--- config.mk ---
export PLATFORM = sky130hd
export DESIGN_NAME = waterfall_demux_shifter_flat
export DESIGN_NICKNAME = d
export VERILOG_FILES = /design/src/rtl/waterfall_pkg.sv /design/src/rtl/waterfall_demux_shifter_if.sv /design/src/rtl/tick_prescaler.sv /design/src/rtl/waterfall_demux_shifter.sv /design/src/flat_wrapper.sv
export SDC_FILE = /design/constraint.sdc
export NUM_CORES = 1
export LEC_CHECK = 0
export CAP_MARGIN = 20
export CORE_MARGIN = 1
export CORE_UTILIZATION = 35
export DETAILED_ROUTE_END_ITERATION = 10
export GPL_TIMING_DRIVEN = 0
export PLACE_DENSITY = 0.54
export SLEW_MARGIN = 30
export SYNTH_ARGS = -nofsm -noshare
export SYNTH_HDL_FRONTEND = slang
export SYNTH_SLANG_ARGS = --single-unit
--- constraint.sdc ---
create_clock -name clk -period 2.4 [get_ports clk]
set_input_delay 0.36 -clock clk [delete_from_list [all_inputs] [get_ports clk]]
set_output_delay 0.36 -clock clk [all_outputs]
set_load 0.1 [all_outputs]
--- src/rtl/waterfall_pkg.sv ---
// waterfall_pkg: shared constants for the LED waterfall engine
//   DIR_*  : step direction encoding (left = toward MSB)
//   MODE_* : rotate or shift-with-reload
//   DEF_*  : default pattern width and seed; SIM_DIV is the short prescale used in simulation
package waterfall_pkg;
  localparam logic DIR_LEFT = 1'b0;
  localparam logic DIR_RIGHT = 1'b1;
  localparam logic MODE_ROT = 1'b0;
  localparam logic MODE_SHIFT = 1'b1;
  localparam int DEF_WIDTH = 8;
  localparam logic [7:0] DEF_SEED = 8'b0000_0001;
  localparam int SIM_DIV = 4;
endpackage

--- src/rtl/waterfall_demux_shifter_if.sv ---
// waterfall_demux_shifter_if: control inputs and LED/status outputs of the waterfall engine
//   en, dir, mode, load, load_val, bank_sel : controls driven by the master
//   led0, led1, pat, tick, lap              : registered outputs driven by the engine (slave)
interface waterfall_demux_shifter_if #(parameter int WIDTH = 8) ();
  logic en;
  logic dir;
  logic mode;
  logic load;
  logic [WIDTH-1:0] load_val;
  logic bank_sel;
  logic [WIDTH-1:0] led0;
  logic [WIDTH-1:0] led1;
  logic [WIDTH-1:0] pat;
  logic tick;
  logic lap;
  modport master (output en, dir, mode, load, load_val, bank_sel, input led0, led1, pat, tick, lap);
  modport slave (input en, dir, mode, load, load_val, bank_sel, output led0, led1, pat, tick, lap);
endinterface

--- src/rtl/tick_prescaler.sv ---
// tick_prescaler: divides clk by DIV into a one-cycle step strobe
//   clk, rst : clock and asynchronous active-high reset
//   en       : count enable; the count holds while low
//   clr      : synchronous clear, wins over counting and masks the strobe
//   tick     : high during the last cycle of each DIV-cycle period
module tick_prescaler #(
  parameter int DIV = 4
) (
  input  logic clk,
  input  logic rst,
  input  logic en,
  input  logic clr,
  output logic tick
);
  localparam int CW = $clog2(DIV);
  localparam logic [CW-1:0] LAST = CW'(DIV - 1);
  logic [CW-1:0] cnt;
  // Combinational so the consumer can act on the same edge it registers its own pulse.
  assign tick = en && !clr && cnt == LAST;
  always_ff @(posedge clk or posedge rst)
    if (rst) cnt <= '0;
    else if (clr) cnt <= '0;
    else if (en) cnt <= tick ? '0 : cnt + 1'b1;
endmodule

--- src/rtl/waterfall_demux_shifter.sv ---
// waterfall_demux_shifter: stepped LED pattern (rotate or shift-with-reload) demuxed onto two banks
//   clk, rst : clock and asynchronous active-high reset
//   bus      : slave side of waterfall_demux_shifter_if (controls in; led0/led1/pat/tick/lap out)
import waterfall_pkg::*;
module waterfall_demux_shifter #(
  parameter int WIDTH = DEF_WIDTH,
  parameter int DIV = 50_000_000,
  parameter logic [WIDTH-1:0] SEED = DEF_SEED
) (
  input logic clk,
  input logic rst,
  waterfall_demux_shifter_if.slave bus
);
  logic step;
  logic [WIDTH-1:0] pat_q, nxt, rot, sh, led0_q, led1_q;
  logic tick_q, lap_q;
  function automatic logic [WIDTH-1:0] rev(input logic [WIDTH-1:0] v);
    logic [WIDTH-1:0] r;
    for (int i = 0; i < WIDTH; i++) r[i] = v[WIDTH-1-i];
    return r;
  endfunction
  // load doubles as the prescaler clear, so a load both restarts the period and masks a coinciding step.
  tick_prescaler #(.DIV(DIV)) u_pre (
    .clk(clk),
    .rst(rst),
    .en(bus.en),
    .clr(bus.load),
    .tick(step)
  );
  // Shift mode refills from the end the pattern is moving away from, hence the reversed seed going right.
  always_comb begin
    rot = bus.dir == DIR_RIGHT ? {pat_q[0], pat_q[WIDTH-1:1]} : {pat_q[WIDTH-2:0], pat_q[WIDTH-1]};
    sh = bus.dir == DIR_RIGHT ? pat_q >> 1 : pat_q << 1;
    nxt = bus.mode == MODE_ROT ? rot : |sh ? sh : bus.dir == DIR_RIGHT ? rev(SEED) : SEED;
  end
  always_ff @(posedge clk or posedge rst)
    if (rst) begin
      pat_q <= SEED;
      led0_q <= '0;
      led1_q <= '0;
      tick_q <= 1'b0;
      lap_q <= 1'b0;
    end else begin
      tick_q <= step;
      lap_q <= step && nxt == SEED;
      if (bus.load) pat_q <= bus.load_val;
      else if (step) pat_q <= nxt;
      if (bus.en) begin
        led0_q <= bus.bank_sel ? '0 : pat_q;
        led1_q <= bus.bank_sel ? pat_q : '0;
      end
    end
  assign bus.pat = pat_q;
  assign bus.led0 = led0_q;
  assign bus.led1 = led1_q;
  assign bus.tick = tick_q;
  assign bus.lap = lap_q;
endmodule
--- src/flat_wrapper.sv ---
// flat-port wrapper written by rule: the top's interface ports become plain ports
module waterfall_demux_shifter_flat 
#(
  parameter int WIDTH = DEF_WIDTH,
  parameter int DIV = 50_000_000,
  parameter logic [WIDTH-1:0] SEED = DEF_SEED
)
  (clk, rst, bus_en, bus_dir, bus_mode, bus_load, bus_load_val, bus_bank_sel, bus_led0, bus_led1, bus_pat, bus_tick, bus_lap);
  waterfall_demux_shifter_if #(.WIDTH(WIDTH)) bus_i ();
  input logic clk;
  input logic rst;
  input wire logic [$bits(bus_i.en)-1:0] bus_en;
  input wire logic [$bits(bus_i.dir)-1:0] bus_dir;
  input wire logic [$bits(bus_i.mode)-1:0] bus_mode;
  input wire logic [$bits(bus_i.load)-1:0] bus_load;
  input wire logic [$bits(bus_i.load_val)-1:0] bus_load_val;
  input wire logic [$bits(bus_i.bank_sel)-1:0] bus_bank_sel;
  output wire logic [$bits(bus_i.led0)-1:0] bus_led0;
  output wire logic [$bits(bus_i.led1)-1:0] bus_led1;
  output wire logic [$bits(bus_i.pat)-1:0] bus_pat;
  output wire logic [$bits(bus_i.tick)-1:0] bus_tick;
  output wire logic [$bits(bus_i.lap)-1:0] bus_lap;
  assign bus_i.en = bus_en;
  assign bus_i.dir = bus_dir;
  assign bus_i.mode = bus_mode;
  assign bus_i.load = bus_load;
  assign bus_i.load_val = bus_load_val;
  assign bus_i.bank_sel = bus_bank_sel;
  assign bus_led0 = bus_i.led0;
  assign bus_led1 = bus_i.led1;
  assign bus_pat = bus_i.pat;
  assign bus_tick = bus_i.tick;
  assign bus_lap = bus_i.lap;
  waterfall_demux_shifter #(.WIDTH(WIDTH), .DIV(DIV), .SEED(SEED)) u_core (.clk(clk), .rst(rst), .bus(bus_i));
endmodule
==> results of run 1 <==
-- through the flow --
stage          total power, uW  cell area, um^2  hold WS, ps  instances
3_3_place_gp              1490             3070          490        415
2_1_floorplan             1350             2570          457        281
5_1_grt                   2100             3280          340        424
3_5_place_dp              1500             3090          498        416
6_report                  2020             3280          320        424
4_1_cts                   2040             3200          324        424
-- cell usage in the layout (no fill, tap or decap), types with 11 or more instances in the layout --
cell and n:
xor2_1 16, nand3_1 16, nand2_1 23, dfrtp_1 51, o21ai_0 16, nor2_1 35, inv_1 20, nand4_1 11
o22ai_1 14, clkbuf_1 11, clkdlybuf4s50_1 32
-- what timing repair did --
| item | 4_1_cts | 5_1_grt |
|---|---|---|
| setup endpoints to repair | 21 | 22 |
| pin swaps | 0 | 2 |
| gates resized for setup | 4 | 15 |
-- cells in the mapped netlist, drive strengths merged (2+ instances only) --
cell	count
or3	4
buf	5
a21oi	8
nand2b	4
inv	21
o211ai	3
a31oi	3
and2	4
nor2	35
xor2	16
nor3b	2
o21ai	16
and3	5
dfrtp	51
clkbuf	11
o31ai	2
nor4	5
xnor2	3
nand4	11
nor3	3
nand2	23
o22ai	14
mux2	5
nand3	16
or4	2
-- registers in the layout, indices dropped and copies added, names as in the netlist --
| signal | count |
|---|---|
| u_core.bus.led0 | 8 |
| u_core.bus.tick | 1 |
| u_core.u_pre.cnt | 26 |
| u_core.bus.led1 | 8 |
| u_core.bus.lap | 1 |
| u_core.bus.pat | 8 |
-- final timing paths --
path | slack [ps] | from | depth (start not counted) | endpoint
worst max-delay path | 60 | u_core.bus.pat[3] | 1 | bus_pat[3]
worst min-delay path | 320 | rst | 2 | u_core.bus.led0[0]
worst max register to register | 80 | u_core.u_pre.cnt[24] | 7 | u_core.bus.pat[7]
worst min register to register | 520 | u_core.u_pre.cnt[23] | 1 | u_core.u_pre.cnt[23]
max in group asynchronous | 1560 | rst | 3 | u_core.bus.pat[0]
min in group clk | 430 | bus_bank_sel | 3 | u_core.bus.led1[3]
-- power breakdown --
| part | switching, uW | internal [uW] | total [uW] |
|---|---|---|---|
| Clock | 322 | 213 | 536 |
| Sequential | 39.3 | 917 | 956 |
| Combinational | 395 | 131 | 526 |
-- layer usage --
| metal | routed length (um) | up-vias |
|---|---|---|
| li1 | - | 1058 |
| met1 | 2960 | 1030 |
| met2 | 2840 | 34 |
| met3 | 140 | 6 |
| met4 | 57 | 0 |
| met5 | 0 | - |
-- cells by family (layout without fill, tap and decap cells) --
logic type | count (synthesis) | after routing | synth area share (%)
simple gates | 120 | 120 | 23.4
flops | 52 | 52 | 50.8
compound gates | 47 | 47 | 10.8
buf+inv | 37 | 84 | 5.85
xor+xnor | 19 | 19 | 6.48
mux | 5 | 5 | 2.19
fa+ha+maj | 1 | 1 | 0.487
-- final cells by class --
class / count / area share (%)
plain buffers: 16 / 2.25
clock buffers: 5 / 2.10
clock inverters: 3 / 0.763
inverters: 21 / 2.48
repair buffers: 39 / 12.6
multi-input cells: 192 / 36.5
flip-flops and latches: 52 / 39.7
well taps: 96 / 3.66
==> flow_summary_export.csv, run 1 <==
group,metric,value,unit
routing,drc,0,
routing,wl,6000,um
grt,grt.met1_usage,23.2,%
timing,hold_viol,0,
logic_synthesis,yosysSeqAreaShare,50.8,%
placed_design,pre_cts_ws,-486,ps
grt,grt_pass1_vias,2055,
logic_synthesis,synth-warning-count,0,
floorplanning,dieArea,7680,um^2
timing,min_period,2340,ps
cts,clk_path_buf_depth,2,
floorplanning,num_io_pins,41,
logic_synthesis,ys.flop_type,"dfrtp_1",
grt,grt_overflow,0,
grt,grt_use_met3,2.92,%
placed_design,gp_congestion,0.781,
pwr,p_leak,0.00141,uW
floorplanning,die_x,87.6,um
routing,dr.first_iter.drc_count,69,
finish,area_delta_synth_final,27.7,%
critical_path,worstPathCellList,"clkdlybuf4s50_1",
finish,final_util,47.2,%
floorplanning,die_y,87.6,um
logic_synthesis,synth_area_per_cell,9.13,um^2
grt,grt_max_degree,36,
routing,via_per_inst,5.02,
logic_synthesis,yosysUniqueCellTypes,37,
timing,rsz0062_at_grt,"false",
critical_path,cp_max_fo,7,
timing,timing.fmax,428,MHz
cts,cts_tree,"yes",
logic_synthesis,yosysTopAreaCell,"dfrtp_1",
grt,grt_pass1_wl,10300,um
min_path,hold_class,"in2async",
cts,cts_sinks,52,
grt,grt-busiest-layer,"met2",
pwr,ir_drop,0.000247,V
logic_synthesis,async_flop_share,100,%
critical_path,slowest_stage,"clkdlybuf4s50_1",
cts,clkLatencyLatePin,320,ps
timing,setup_viol,0,
logic_synthesis,ys_ff_latch,52,
routing,vias,2128,
critical_path,cp_top_family,"buffers and inverters",
finish,layout.nets,343,
grt,track_usage,17.2,%
timing,timing.slew.headroom,35.1,%
critical_path,slowest_delay,1180,ps
pwr,pwr_density_cell,615,nW/um^2
placed_design,portBuffers,38,
cts,cts_root_buf,"clkbuf_8",
cts,cts_inserted_buffers,5,
critical_path,worst-endpoint-arrival,1980,ps
finish,final_layout_size_suffix_gt1_share,9.15,%
flow_run,max_cap_violations,0,
logic_synthesis,synth_edf_count,0,
timing,tightest_slew,970,ps
finish,layout.area.seq,1300,um^2
floorplanning,num_rows,30,
critical_path,crit_path_end_kind,"primary output",
logic_synthesis,synth_top_area_share,49.7,%
routing,drt_pass1_iterations,4,
grt,antenna_found_initial,0,
logic_synthesis,syn_inst,281,
critical_path,cp.buffers_inverters,1,
placed_design,post-dp-hpwl,4230,um
timing,setup-tns-final,0,ps
timing,skew,12.9,ps
cts,htree_levels,2,
logic_synthesis,yosys-top-cells-area,"dfrtp_1 50%, xor2_1 5.5%, nor2_1 5.1%",
timing,fin_crit_sh,97.4,%
cts,holdBufCountCts,0,
logic_synthesis,synth.cell_area,2570,um^2
outcome,status,"completed",
grt,use_met2,28.8,%
critical_path,path_class,"reg2out",
finish,diodes,0,
cts,path_clk_slew,110,ps
finish,fillers,680,
floorplanning,floorplan.initialDensity,37.0,%
critical_path,cp.required,2040,ps
timing,maxSlewViolCount,0,
logic_synthesis,syn_nets,297,
timing,fin_ws,62.4,ps
finish,multi_input_comb_area,1190,um^2
floorplanning,fp.coreArea,6940,um^2
routing,wl_per_cell,14.1,um
critical_path,crit_path_start_kind,"register",
routing,antenna_left,0,
cts,post_cts_buffers,0,
Note: power is estimated with default switching activity, not from simulation.
==> run 2: changes to the inputs <==
--- a/config.mk
+++ b/config.mk
@@ -13,3 +13,3 @@
 export PLACE_DENSITY = 0.54
-export SLEW_MARGIN = 30
+export SLEW_MARGIN = 20
 export SYNTH_ARGS = -nofsm -noshare
==> constraint.sdc (replaced) <==
create_clock -name clk -period 2.4 [get_ports clk]
set_input_delay 0.24 -clock clk [delete_from_list [all_inputs] [get_ports clk]]
set_output_delay 0.24 -clock clk [all_outputs]
set_load 0.1 [all_outputs]
==> flow_summary_export.csv, run 2 (synthesized netlist as in run 1, its figures left out) <==
group,metric,value,unit
outcome,status,"completed",
timing,maxSlewViolCount,0,
critical_path,r2r-start,"u_core.u_pre.cnt[24]",
pwr,pwr_density_cell,621,nW/um^2
min_path,hold_class,"in2reg",
pwr,p_int,1260,uW
finish,multi_input_comb_area,1170,um^2
finish,final_layout_size_suffix_gt1_share,9.12,%
placed_design,dp.cells,415,
grt,track_usage,16.8,%
timing,tightest_slew,970,ps
cts,path_clk_slew,110,ps
critical_path,crit_path_end,"u_core.bus.pat[7]",
critical_path,slowest_delay,530,ps
timing,min_period,2340,ps
pwr,clock_power_share,26.4,%
cts,holdBufCountCts,0,
grt,grt_overflow,0,
timing,fin_crit_sh,97.4,%
critical_path,crit_path_frequent_cell,"buf_6",
critical_path,worst-path-stages,7,
cts,cts_root_buf,"clkbuf_8",
timing,holdWs,331,ps
routing,vias,2118,
cts,cts_tree,"yes",
cts,cts_inserted_buffers,5,
pwr,p_leak,0.00135,uW
finish,final_common_cell,"dfrtp_1",
floorplanning,floorplan.initialDensity,37.0,%
finish,layoutNonFillerInstCount,425,
placed_design,gp_congestion,0.781,
critical_path,cp_top_family,"simple AND/OR/NAND/NOR gates",
routing,drt_pass1_iterations,4,
finish,diodes,0,
routing,wl_per_cell,14.0,um
timing,timing.slew.headroom,35.1,%
finish,area_delta_synth_final,26.3,%
routing,wl,5950,um
routing,antenna_left,0,
critical_path,cp_max_fo,10,
pwr,switchingPower,751,uW
critical_path,worstPathCellList,"or4_1 -> or3_4 -> or3_1 -> buf_6 -> buf_6 -> a31oi_2 -> o31ai_2",
critical_path,ff2ff_path_depth,7,
timing,timing.fmax,428,MHz
placed_design,placed_area,3070,um^2
pwr,p_sw_share,37.3,%
floorplanning,num_rows,30,
routing,dr.first_iter.drc_count,101,
critical_path,cp.buffers_inverters,2,
critical_path,crit_start,"u_core.u_pre.cnt[24]",
critical_path,crit_path_start_kind,"register",
finish,layout.nets,344,
pwr,ir_drop,0.000323,V
floorplanning,dieArea,7680,um^2
critical_path,r2r_end,"u_core.bus.pat[7]",
grt,antenna_found_initial,0,
routing,drc,0,
grt,grt_pass1_vias,2066,
floorplanning,num_io_pins,41,
routing,via_per_inst,4.98,
finish,layout.area.seq,1300,um^2
timing,skew,14.8,ps
placed_design,pre_cts_ws,-387,ps
finish,largest_reg_flops,26,
finish,fillers,675,
cts,clk_path_buf_depth,2,
cts,htree_levels,2,
finish,fin_area,3240,um^2
timing,hold_viol,0,
timing,fin_ws,62.2,ps
pwr,combPwrFrac,26.1,%
flow_run,max_cap_violations,0,
cts,clkLatencyLatePin,310,ps
critical_path,slowest_stage,"or4_1",
grt,grt_pass1_wl,10100,um
timing,setup_viol,0,
finish,top_register,"u_core.u_pre.cnt",
finish,mostFrequentLayoutCells,"51 x dfrtp_1, 38 x clkdlybuf4s50_1, 35 x nor2_1",
critical_path,path_class,"reg2reg",
floorplanning,die_x,87.6,um
critical_path,r2r_slack,60,ps
cts,cts_sinks,52,
critical_path,worst-endpoint-arrival,2540,ps
floorplanning,fp.coreArea,6940,um^2
placed_design,portBuffers,38,
pwr,seqPwrFrac,47.5,%
floorplanning,die_y,87.6,um
critical_path,cp.required,2600,ps
grt,grt_max_degree,53,
critical_path,crit_path_end_kind,"register",
placed_design,post-dp-hpwl,4120,um
==> run 2: cell types whose count changed in the layout (fill, tap and decap cells not counted), sizes merged <==
cell,change
dlygate4sd2,-1
buf,+1
clkdlybuf4s50,+6
dlymetal6s2s,-5
==> run 2: layout make-up <==
cell class	count	area share, %
Clock buffer	5	2.12
Clock inverter	3	0.772
Inverter	21	2.51
Multi-Input combinational cell	192	36.1
Tap cell	96	3.71
Sequential cell	52	40.2
Timing Repair Buffer	40	12.2
Buffer	16	2.39
==> run 2: worst register-to-register path, cell delays in order, from the launching register on <==
cell and delay [ps]:
dfrtp_1 430, or4_1 530, or3_4 400, or3_1 330, buf_6 140, buf_6 140, a31oi_2 190, o31ai_2 80
==> run 2: per-layer routing <==
metal	track usage (%)	routed length (um)
met2	27.6	2780
met3	2.83	154
met5	0	0
met4	4.77	78
met1	23.0	2940
==> run 2: worst min-delay path by stage <==
stage | slack, ps | from | to | cells after the start
after floorplan | 380 | bus_load_val[0] | u_core.bus.pat[0] | 2
after global routing | 350 | bus_bank_sel | u_core.bus.led1[2] | 3
after CTS | 320 | bus_bank_sel | u_core.bus.led1[3] | 3
final | 330 | bus_bank_sel | u_core.bus.led1[3] | 3
after detailed placement | 500 | u_core.u_pre.cnt[23] | u_core.u_pre.cnt[23] | 1
after global placement | 490 | u_core.u_pre.cnt[23] | u_core.u_pre.cnt[23] | 1
==> run 2: power groups by stage <==
stage | registers [uW] | clock network, uW | logic, uW
3_3_place_gp | 974 | 0 | 519
4_1_cts | 956 | 559 | 524
2_1_floorplan | 1240 | 0 | 111
5_1_grt | 962 | 584 | 556
3_5_place_dp | 973 | 0 | 522
6_report | 956 | 531 | 525
==> run 2: through the flow <==
step	utilization [%]	total power (uW)	TNS, ps
2_1_floorplan	-	1350	0
3_3_place_gp	44.2	1490	-12680
3_5_place_dp	44.2	1500	-3240
4_1_cts	45.8	2040	0
5_1_grt	46.7	2100	-1.31
6_report	46.7	2010	0
==> run 2: what timing repair did <==
action / 4_1_cts / 5_1_grt
buffers inserted: 0 / 2
resized for setup: 3 / 9
setup endpoints to repair: 20 / 23
pin swaps: 0 / 4
endpoints found under the hold margin: 0 / 0
